===== config.mk =====
export PLATFORM = sky130hd
export DESIGN_NAME = matrix_c_row_writer_flat
export DESIGN_NICKNAME = d
export VERILOG_FILES = /design/src/rtl/matrix_c_row_writer_if.sv /design/src/rtl/matrix_c_row_writer.sv /design/src/flat_wrapper.sv
export SDC_FILE = /design/constraint.sdc
export NUM_CORES = 1
export LEC_CHECK = 0
export ABC_AREA = 1
export CORE_ASPECT_RATIO = 1.1
export CORE_MARGIN = 8
export CORE_UTILIZATION = 58
export CTS_CLUSTER_SIZE = 12
export DETAILED_ROUTE_END_ITERATION = 8
export HOLD_SLACK_MARGIN = 0.02
export PLACE_DENSITY = 0.9
export SYNTH_ARGS = -nofsm -noshare
export SYNTH_HDL_FRONTEND = slang
export SYNTH_SLANG_ARGS = --single-unit
export TNS_END_PERCENT = 30

===== constraint.sdc =====
create_clock -name clk -period 40.6 [get_ports clk]
set_input_delay 4.06 -clock clk [delete_from_list [all_inputs] [get_ports clk]]
set_output_delay 4.06 -clock clk [all_outputs]
set_load 0.05 [all_outputs]

===== src/rtl/matrix_c_row_writer_if.sv =====
// Row-in / word-out bus of the matrix-C row writer.
// The slave modport is the writer's view; the master modport is the view of
// whatever drives the rows and plays the C memory.
interface matrix_c_row_writer_if #(
  parameter int unsigned SIZE_COUNT = 8,
  parameter int unsigned ADDR_WIDTH = 32,
  parameter int unsigned DATA_WIDTH = 32
);
  localparam int unsigned SIZE_WIDTH = $clog2(SIZE_COUNT) + 1;

  // Row side
  logic                  row_write;
  logic                  row_ready;
  logic [ADDR_WIDTH-1:0] row_address;
  logic [SIZE_WIDTH-1:0] row_cols;
  logic [DATA_WIDTH-1:0] row_data [SIZE_COUNT];

  // Memory side
  logic                    mem_write;
  logic                    mem_ready;
  logic [ADDR_WIDTH-1:0]   mem_address;
  logic [DATA_WIDTH-1:0]   mem_write_data;
  logic [DATA_WIDTH/8-1:0] mem_write_strb;

  // Status
  logic busy;
  logic overflow;

  modport slave (
    input  row_write, row_address, row_cols, row_data, mem_ready,
    output row_ready, mem_write, mem_address, mem_write_data, mem_write_strb, busy, overflow
  );

  modport master (
    output row_write, row_address, row_cols, row_data, mem_ready,
    input  row_ready, mem_write, mem_address, mem_write_data, mem_write_strb, busy, overflow
  );
endinterface


===== src/rtl/matrix_c_row_writer.sv =====
// Matrix-C row writer: buffers completed result rows in a small FIFO and
// serialises each into word writes on the C memory port, honouring mem_ready.
module matrix_c_row_writer #(
  parameter int unsigned SIZE_COUNT = 8,
  parameter int unsigned ADDR_WIDTH = 32,
  parameter int unsigned DATA_WIDTH = 32,
  parameter int unsigned BUF_ROWS   = 2
) (
  input logic                   clk,
  input logic                   reset,
  matrix_c_row_writer_if.slave  bus
);
  localparam int unsigned SIZE_WIDTH = $clog2(SIZE_COUNT) + 1;
  localparam int unsigned COL_IDX_W  = (SIZE_COUNT > 1) ? $clog2(SIZE_COUNT) : 1;
  localparam int unsigned PTR_W      = $clog2(BUF_ROWS);
  localparam int unsigned CNT_W      = PTR_W + 1;
  localparam int unsigned BYTES      = DATA_WIDTH / 8;

  typedef enum logic {StIdle, StWrite} state_e;

  state_e                state_q, state_d;
  logic [SIZE_WIDTH-1:0] col_q, col_d;
  logic [PTR_W-1:0]      wr_ptr_q, rd_ptr_q;
  logic [CNT_W-1:0]      count_q;
  logic                  overflow_q;

  // Row storage; contents need no reset since count gates every read
  logic [ADDR_WIDTH-1:0] addr_mem [BUF_ROWS];
  logic [SIZE_WIDTH-1:0] cols_mem [BUF_ROWS];
  logic [DATA_WIDTH-1:0] data_mem [BUF_ROWS][SIZE_COUNT];

  logic                  full, empty, push, pop, last_col;
  logic [SIZE_WIDTH-1:0] cols_clamped;
  logic [SIZE_WIDTH-1:0] head_cols;

  // Readiness comes from the registered count only, so a same-cycle pop never frees a slot
  assign full      = (count_q == CNT_W'(BUF_ROWS));
  assign empty     = (count_q == '0);
  assign push      = bus.row_write && !full;
  assign head_cols = cols_mem[rd_ptr_q];
  assign last_col  = (col_q == head_cols - SIZE_WIDTH'(1));

  assign bus.row_ready = !full;
  assign bus.busy      = !empty || (state_q == StWrite);
  assign bus.overflow  = overflow_q;

  // Out-of-range column counts mean a full row
  always_comb begin
    cols_clamped = bus.row_cols;
    if (bus.row_cols == '0 || bus.row_cols > SIZE_WIDTH'(SIZE_COUNT)) begin
      cols_clamped = SIZE_WIDTH'(SIZE_COUNT);
    end
  end

  // Row storage write port
  always_ff @(posedge clk) begin
    if (push) begin
      addr_mem[wr_ptr_q] <= bus.row_address;
      cols_mem[wr_ptr_q] <= cols_clamped;
      for (int k = 0; k < SIZE_COUNT; k++) begin
        data_mem[wr_ptr_q][k] <= bus.row_data[k];
      end
    end
  end

  // FIFO pointers, occupancy and sticky overflow
  always_ff @(posedge clk or negedge reset) begin
    if (!reset) begin
      wr_ptr_q   <= '0;
      rd_ptr_q   <= '0;
      count_q    <= '0;
      overflow_q <= 1'b0;
    end else begin
      if (push) wr_ptr_q <= wr_ptr_q + PTR_W'(1);
      if (pop)  rd_ptr_q <= rd_ptr_q + PTR_W'(1);
      if (push && !pop)      count_q <= count_q + CNT_W'(1);
      else if (pop && !push) count_q <= count_q - CNT_W'(1);
      if (bus.row_write && full) overflow_q <= 1'b1;
    end
  end

  // FSM state and column register
  always_ff @(posedge clk or negedge reset) begin
    if (!reset) begin
      state_q <= StIdle;
      col_q   <= '0;
    end else begin
      state_q <= state_d;
      col_q   <= col_d;
    end
  end

  // Next state, pop and memory-port outputs; everything is zero outside StWrite
  always_comb begin
    state_d            = state_q;
    col_d              = col_q;
    pop                = 1'b0;
    bus.mem_write      = 1'b0;
    bus.mem_address    = '0;
    bus.mem_write_data = '0;
    bus.mem_write_strb = '0;
    unique case (state_q)
      StIdle: begin
        if (!empty) begin
          state_d = StWrite;
          col_d   = '0;
        end
      end
      StWrite: begin
        bus.mem_write      = 1'b1;
        bus.mem_address    = addr_mem[rd_ptr_q] + ADDR_WIDTH'(col_q) * ADDR_WIDTH'(BYTES);
        bus.mem_write_data = data_mem[rd_ptr_q][col_q[COL_IDX_W-1:0]];
        bus.mem_write_strb = '1;
        if (bus.mem_ready) begin
          if (last_col) begin
            pop     = 1'b1;
            state_d = StIdle;
            col_d   = '0;
          end else begin
            col_d = col_q + SIZE_WIDTH'(1);
          end
        end
      end
      default: state_d = StIdle;
    endcase
  end
endmodule


===== src/flat_wrapper.sv =====
// flat-port wrapper written by rule: the top's interface ports become plain ports
module matrix_c_row_writer_flat 
#(
  parameter int unsigned SIZE_COUNT = 8,
  parameter int unsigned ADDR_WIDTH = 32,
  parameter int unsigned DATA_WIDTH = 32,
  parameter int unsigned BUF_ROWS   = 2
)
  (clk, reset, bus_row_write, bus_row_address, bus_row_cols, bus_row_data, bus_mem_ready, bus_row_ready, bus_mem_write, bus_mem_address, bus_mem_write_data, bus_mem_write_strb, bus_busy, bus_overflow);
  matrix_c_row_writer_if #(.SIZE_COUNT(SIZE_COUNT), .ADDR_WIDTH(ADDR_WIDTH), .DATA_WIDTH(DATA_WIDTH)) bus_i ();
  input logic clk;
  input logic reset;
  input wire logic [$bits(bus_i.row_write)-1:0] bus_row_write;
  input wire logic [$bits(bus_i.row_address)-1:0] bus_row_address;
  input wire logic [$bits(bus_i.row_cols)-1:0] bus_row_cols;
  input wire logic [$bits(bus_i.row_data)-1:0] bus_row_data;
  input wire logic [$bits(bus_i.mem_ready)-1:0] bus_mem_ready;
  output wire logic [$bits(bus_i.row_ready)-1:0] bus_row_ready;
  output wire logic [$bits(bus_i.mem_write)-1:0] bus_mem_write;
  output wire logic [$bits(bus_i.mem_address)-1:0] bus_mem_address;
  output wire logic [$bits(bus_i.mem_write_data)-1:0] bus_mem_write_data;
  output wire logic [$bits(bus_i.mem_write_strb)-1:0] bus_mem_write_strb;
  output wire logic [$bits(bus_i.busy)-1:0] bus_busy;
  output wire logic [$bits(bus_i.overflow)-1:0] bus_overflow;
  assign bus_i.row_write = bus_row_write;
  assign bus_i.row_address = bus_row_address;
  assign bus_i.row_cols = bus_row_cols;
  assign bus_i.row_data = {>>{bus_row_data}};
  assign bus_i.mem_ready = bus_mem_ready;
  assign bus_row_ready = bus_i.row_ready;
  assign bus_mem_write = bus_i.mem_write;
  assign bus_mem_address = bus_i.mem_address;
  assign bus_mem_write_data = bus_i.mem_write_data;
  assign bus_mem_write_strb = bus_i.mem_write_strb;
  assign bus_busy = bus_i.busy;
  assign bus_overflow = bus_i.overflow;
  matrix_c_row_writer #(.SIZE_COUNT(SIZE_COUNT), .ADDR_WIDTH(ADDR_WIDTH), .DATA_WIDTH(DATA_WIDTH), .BUF_ROWS(BUF_ROWS)) u_core (.clk(clk), .reset(reset), .bus(bus_i));
endmodule

== After elaboration in Yosys (flattened, before gate mapping) ==
Memory sizes are Yosys's and may differ from the RTL's.
Cells that the tools add are included.
W data, S select, Z words.

* Output and inout bits: 72
* ROM bits: 0
* Input bits: 296
* Bits in writable memories: 584
* Bits in latches: 0
* Register bits: 10
* Memories kept: 3
* Word-level logic and storage cells: 61

{| class="wikitable"
|+ Memories
! memory !! words !! width !! rd ports !! clocked after memory_dff !! wr ports !! RTL line !! RTL
|-
| u_core.data_mem || 2 || 256 || 1 || 0 || 1 || matrix_c_row_writer.sv:30 || <nowiki>logic [DATA_WIDTH-1:0] data_mem [BUF_ROWS][SIZE_COUNT];</nowiki>
|-
| u_core.addr_mem || 2 || 32 || 1 || 0 || 1 || matrix_c_row_writer.sv:28 || <nowiki>logic [ADDR_WIDTH-1:0] addr_mem [BUF_ROWS];</nowiki>
|-
| u_core.cols_mem || 2 || 4 || 1 || 0 || 1 || matrix_c_row_writer.sv:29 || <nowiki>logic [SIZE_WIDTH-1:0] cols_mem [BUF_ROWS];</nowiki>
|}

* Bitwise operators: 2
* Equality and inequality tests: 4
* Divide/modulo/power cells: 0
* $lt $le $gt $ge: 2
* Reduce and logical (&&, ||, !) cells: 14
* Shifts and indexed selects: 0
* Add/sub/neg operators: 7
* Multipliers: 0
* Muxes and demuxes: 23

{| class="wikitable"
|+ Operators by type and width
! kind !! count
|-
| $mux W32 || 4
|-
| $bmux W32 S3 || 1
|-
| $add A32 B6 Y32 || 1
|-
| $mux W4 || 5
|-
| $mux W1 || 9
|-
| $pmux W4 S2 || 1
|-
| $add A4 B1 Y4 const B || 1
|-
| $eq A4 B4 Y1 || 1
|-
| $ge A4 B4 Y1 const B || 1
|-
| $gt A4 B4 Y1 const B || 1
|-
| $logic_and A1 B1 Y1 || 4
|-
| $logic_not A1 Y1 || 4
|-
| $logic_not A4 Y1 || 1
|-
| $mux W2 || 2
|-
| $ne A2 B2 Y1 const B || 2
|-
| $not A3 Y4 || 1
|-
| $sub A4 B1 Y4 const B || 1
|-
| $add A1 B1 Y1 const B || 2
|-
| $add A2 B1 Y2 const B || 1
|-
| $eq A2 B2 Y1 const B || 1
|-
| $logic_not A2 Y1 || 1
|-
| $logic_or A1 B1 Y1 || 2
|-
| $pmux W1 S2 || 1
|-
| $reduce_and A2 Y1 || 1
|-
| 3 further kinds || 3
|}

== Depth between registers and ports, before layout ==
An unclocked memory read counts as a cell.

* Word-level depth: 9
* Gate-level depth with buffers: 20

== Least setup slack after synthesis ==
No wires, ideal clock.

* Kind: input to register
* Start: in bus_row_write
* End: mem u_core.addr_mem[1][0] (enable)
* Cell stages on the path: 2
* Required time: 39.646 ns
* Library setup time: 0.954 ns
* Data arrival time: 16.282 ns
* Setup slack: 23.364 ns
* Path through: nand2_1 > nor2_1

* Cells in the longest elaborated chain, start to end: 3

{| class="wikitable"
|+ RTL lines
! what !! RTL line !! RTL
|-
| start, declared || flat_wrapper.sv:13 || <nowiki>input wire logic [$bits(bus_i.row_write)-1:0] bus_row_write;</nowiki>
|-
| $logic_and A1 B1 Y1 || matrix_c_row_writer.sv:39 || <nowiki>assign push = bus.row_write && !full;</nowiki>
|-
| $mux W1 || matrix_c_row_writer.sv:57 || <nowiki>if (push) begin</nowiki>
|-
| $mux W1 (implied by the code) || matrix_c_row_writer.sv:58 || <nowiki>addr_mem[wr_ptr_q] <= bus.row_address;</nowiki>
|-
| end, declared || matrix_c_row_writer.sv:28 ||
|}

No other way between the ends.

== Worst setup path after layout ==
* Start: reg u_core.rd_ptr_q
* End: out bus_mem_write_data[17]

* Cells in the longest elaborated chain, start to end: 5

{| class="wikitable"
|+ RTL lines
! what !! RTL line !! RTL
|-
| start, declared || matrix_c_row_writer.sv:23 || <nowiki>logic [PTR_W-1:0] wr_ptr_q, rd_ptr_q;</nowiki>
|-
| start signal, assigned || matrix_c_row_writer.sv:75 || <nowiki>if (pop) rd_ptr_q <= rd_ptr_q + PTR_W'(1);</nowiki>
|-
| $mem_v2 Z2 W256 || - ||
|-
| $bmux W32 S3 || matrix_c_row_writer.sv:112 || <nowiki>bus.mem_write_data = data_mem[rd_ptr_q][col_q[COL_IDX_W-1:0]];</nowiki>
|-
| $mux W32 (implied by the code) (2 in a row) || matrix_c_row_writer.sv:112 ||
|-
| $mux W32 || matrix_c_row_writer.sv:102 || <nowiki>unique case (state_q)</nowiki>
|-
| end, declared || flat_wrapper.sv:21 || <nowiki>output wire logic [$bits(bus_i.mem_write_data)-1:0] bus_mem_write_data;</nowiki>
|}

No other way between the ends. The select of a mux whose other input is x is not followed.

==> impl.org <==
** STA
- For this run, the top clock speed supported by timing is ~110 MHz.
- Dividing the final minimum period by the clock period gives 0.223.
- Max-slew headroom :: 0.195
- Number of endpoints failing setup at the final stage :: 0
- Final number of max-transition violations :: 0
- Final Hold Vio Count :: 0
- Slew at the pin closest to its max-slew limit :: roughly 1200 ps
- RSZ-0062 raised after global routing :: no
- The clock arrives with between 40 and 50 ps of skew.
- Final setup margin :: 31,550 ps
- Adding up every negative setup slack in the final design gives 0 ps.
- Shortest clock period the worst path allows after layout :: approximately 9000 ps

** Power and ir drop
- Sequential share of power :: 0.368
- Leakage :: 10.5 nW
- Switching power share of the total :: 0.425
- Of the total power, combinational logic draws 0.435.
- Overall power consumption after layout is estimated at 0.00243 W.
- Largest vdd supply drop :: 0.0931 mV
- In this run the power spent charging and discharging nets is 0.00103 W.
- The share of total power dissipated in the clock network is 0.197.
- The internal power of the cells totals 0.00139 W.
- Cell Pwr Density :: 80.3 mW/mm2

** Clocking
- Buffers added to address setup during post-CTS repair amount to 0.
- The number of gates resized after CTS was 0.
- TritonCTS built the clock tree.
- The H-tree was split into 2 levels.
- Maximum clock path buffer count :: 3
- CTS sink count :: approximately 590
- The tree is rooted in a sky130_fd_sc_hd__clkbuf_16.
- For this design, the CTS-stage hold fixing added 0 buffers.
- At the later pin of the worst-skew pair, clock insertion delay measures 640 ps.
- The number of clock buffers added by TritonCTS is 57.
- CTS clk-pin slew, worst paths :: 60 ps

** Global route
- Across every metal layer, demand over resource in global routing totals 0.278.
- Wire length of the first global-routing pass :: slightly above 100,000 um
- The number of antenna violations at the first check in global routing is 18.
- Via count of the first global-routing pass :: 18,000
- Largest net degree at the start of global routing :: approximately 190
- After global routing the overflow that remains totals 0.

** Yosys
- Synth Warn # :: 0
- Synthesis produced a netlist with a net count of 2,367.
- Yosys mapped a number of flops with a built-in enable equal to 584.
- In this run, distinct cell masters in the synthesized netlist total 32.
- Cell count after synthesis :: 2,063
- Register bit count reported by yosys :: a little under 600
- Seq/Total Area, Yosys :: 0.723
- The most used flip-flop cell after synthesis is sky130_fd_sc_hd__edfxtp_1.
- Synth async-reset ratio :: 0.0168
- Post-Syn Area :: 0.0246 mm2
- Each instance of the synthesized netlist takes up on average 11.9 um2.

** Cells and area
- Compared with the post-synthesis result, the final layout area differs by 22.8%.
- Final Non-Filler Cells :: between 2,000 and 3,000
- Summing all non-filler instances in the final layout gives an area of roughly 0.03 mm2.
- Net count of the finished layout :: 2,688
- The top cell types in the final layout, fill and taps aside, are 584 x sky130_fd_sc_hd__edfxtp_1, 409 x sky130_fd_sc_hd__nor2_1, 367 x sky130_fd_sc_hd__clkdlybuf4s50_1.
- Leaving out fill and tap cells, the most frequent cell in the layout is sky130_fd_sc_hd__edfxtp_1.
- In the final layout, the share of cells above drive strength 1 is 0.0470.

** Floorplanning
- The floorplan has 79 rows.
- The floorplan step defined a core boundary enclosing between 0.04 and 0.05 mm2.
- The floorplan step defined a die boundary enclosing 0.0492 mm2.
- Die Y :: 232 um
- The initial utilization of the core area, before any placement, comes to 0.584.
- Count of pins on the block boundary :: 368
- Width of the die :: 212 um

** Hold path
- In this run the worst hold path is classified as reg -> reg.
- In this run the most critical hold path is launched from u_core.count_q[0].
- Number of cells on the worst hold path :: 1
- The path with the worst hold slack has its endpoint at u_core.count_q[0].

** Job
- The tool flagged a number of max-cap violations equal to 0.

** Routing
- Summed over all layers, the routed wires come to 70,400 um.
- For this run, design rule violations remaining after detail routing come to 0.
- Wire per inst :: 23.6 um
- For this run, the detailed router's first-pass iteration total came to 6.
- Total via count after detailed routing :: 17,900
- Residual antenna-violating net count after detailed routing :: 0
- Detail-routed via count per cell :: 5.99
- The detailed router finished its first iteration with around 2,300 violations.

** Critical path
- The endpoint identified for the worst register-to-register timing path is u_core.data_mem[1][28].
- Measured in cells, the most critical reg-to-reg path has a length of 6.
- The setup path with the least slack is of type reg -> out.
- Required time reported for the critical path endpoint :: 36,540 ps
- Crit path max fanout :: 188
- STA classifies the critical path startpoint as a flip-flop.
- Internal reg-to-reg setup slack :: 36,560 ps
- Start of the worst register-to-register path :: u_core.count_q[0]
- Critical Path End Type :: output pin
- Data arrives at the worst endpoint at 4990 ps.

** Status
- Status :: finished, final reports clean

** Placed design
- Worst slack at placement :: 32,230 ps
- Post-detailed-placement cell area :: 0.0285 mm2
- After legalization and detailed placement, the total HPWL measured ~45,000 um.
- At the end of routability-driven placement, the weighted congestion stood at 0.915.
- The number of placed instances, taps included, is 2,892.
- Port buffering added between 300 and 400 buffers.
## cells in the mapped netlist, types with 2 or more instances
cell	number	share of area
sky130_fd_sc_hd__o22ai_1	64	0.016
sky130_fd_sc_hd__and2_1	3	0.00076
sky130_fd_sc_hd__a31oi_1	22	0.0056
sky130_fd_sc_hd__buf_2	23	0.0047
sky130_fd_sc_hd__nand2_1	301	0.046
sky130_fd_sc_hd__dfrtp_1	10	0.010
sky130_fd_sc_hd__buf_6	9	0.0041
sky130_fd_sc_hd__inv_2	3	0.00046
sky130_fd_sc_hd__ha_1	7	0.0036
sky130_fd_sc_hd__nand2_2	5	0.0013
sky130_fd_sc_hd__edfxtp_1	584	0.71
sky130_fd_sc_hd__xnor2_1	2	0.00071
sky130_fd_sc_hd__xor2_1	10	0.0036
sky130_fd_sc_hd__clkbuf_1	66	0.010
sky130_fd_sc_hd__buf_4	13	0.0040
sky130_fd_sc_hd__o21ai_2	4	0.0014
sky130_fd_sc_hd__nor2_2	8	0.0020
sky130_fd_sc_hd__nand3_1	48	0.0098
sky130_fd_sc_hd__a21oi_1	21	0.0043
sky130_fd_sc_hd__buf_1	11	0.0017
sky130_fd_sc_hd__o21ai_0	260	0.053
sky130_fd_sc_hd__nor2_1	412	0.063
sky130_fd_sc_hd__o211ai_1	65	0.020
sky130_fd_sc_hd__o21ai_1	23	0.0047
sky130_fd_sc_hd__or2_2	2	0.00051
sky130_fd_sc_hd__nand4_1	7	0.0018
sky130_fd_sc_hd__inv_1	75	0.011
## worst max-delay path, cell delays in order (launching register included)
cell,delay (ps)
sky130_fd_sc_hd__dfrtp_4,660
sky130_fd_sc_hd__inv_8,780
sky130_fd_sc_hd__buf_4,980
sky130_fd_sc_hd__o21ai_0,320
sky130_fd_sc_hd__o211ai_1,160
sky130_fd_sc_hd__nand3_1,240
sky130_fd_sc_hd__a31oi_1,280
sky130_fd_sc_hd__clkdlybuf4s50_1,860
## how the worst max path moves through the flow
stage | from | to | slack (ps) | cells past startpoint
after global placement | u_core.rd_ptr_q | bus_mem_write_data[28] | 32250 | 7
final | u_core.rd_ptr_q | bus_mem_write_data[17] | 31550 | 7
after global routing | u_core.rd_ptr_q | bus_mem_address[30] | 31210 | 16
after floorplan | bus_row_write | u_core.addr_mem[1][0] | 23360 | 2
after CTS | u_core.rd_ptr_q | bus_mem_write_data[28] | 31560 | 7
after detailed placement | u_core.rd_ptr_q | bus_mem_write_data[28] | 32230 | 7
## routing by layer
layer,vias up,global-route usage,wire length [um]
li1,7975,-,-
met1,8659,0.323,24500
met2,1051,0.485,36000
met3,195,0.0702,6880
met4,12,0.118,3000
met5,-,0,80
## cell type report
class,instances,area (um2)
Inverter,78,300
Antenna cell,15,37.5
Clock buffer,71,1490
Fill cell,2700,11900
Clock inverter,10,119
Tap cell,567,709
Timing Repair Buffer,384,3810
Sequential cell,594,17800
Multi-Input combinational cell,1269,5920
## power by group through the flow
stage / Combinational (W) / Sequential (W) / Clock [W]
after global placement: 0.00101 / 0.000893 / 0
after floorplan: 0.000704 / 0.000949 / 0
final: 0.00105 / 0.000892 / 0.000478
after global routing: 0.00112 / 0.000901 / 0.000505
after detailed placement: 0.00104 / 0.000901 / 0
after CTS: 0.00105 / 0.000891 / 0.000484
## registers in the layout, indices dropped and copies added (netlist names), 2 cells and up
register,count
u_core.addr_mem,64
u_core.cols_mem,8
u_core.count_q,2
u_core.col_q,4
u_core.data_mem,512
## stage by stage
stage                util  hold slack (ps)
global route        0.716              503
finish              0.717              490
detailed placement  0.678              482
CTS                 0.716              492
global placement    0.678              453
floorplan               -              446
## cells by family after synthesis
logic type | synth area share
flip-flops | 0.723
AND/OR/NAND/NOR | 0.125
adder cells (fa/ha/maj) | 0.00438
AO/OA/AOI/OAI | 0.106
buffers and inverters | 0.0364
multiplexers | 0.000407
XOR/XNOR | 0.00427
Note: power is estimated with default switching activity, not from simulation.
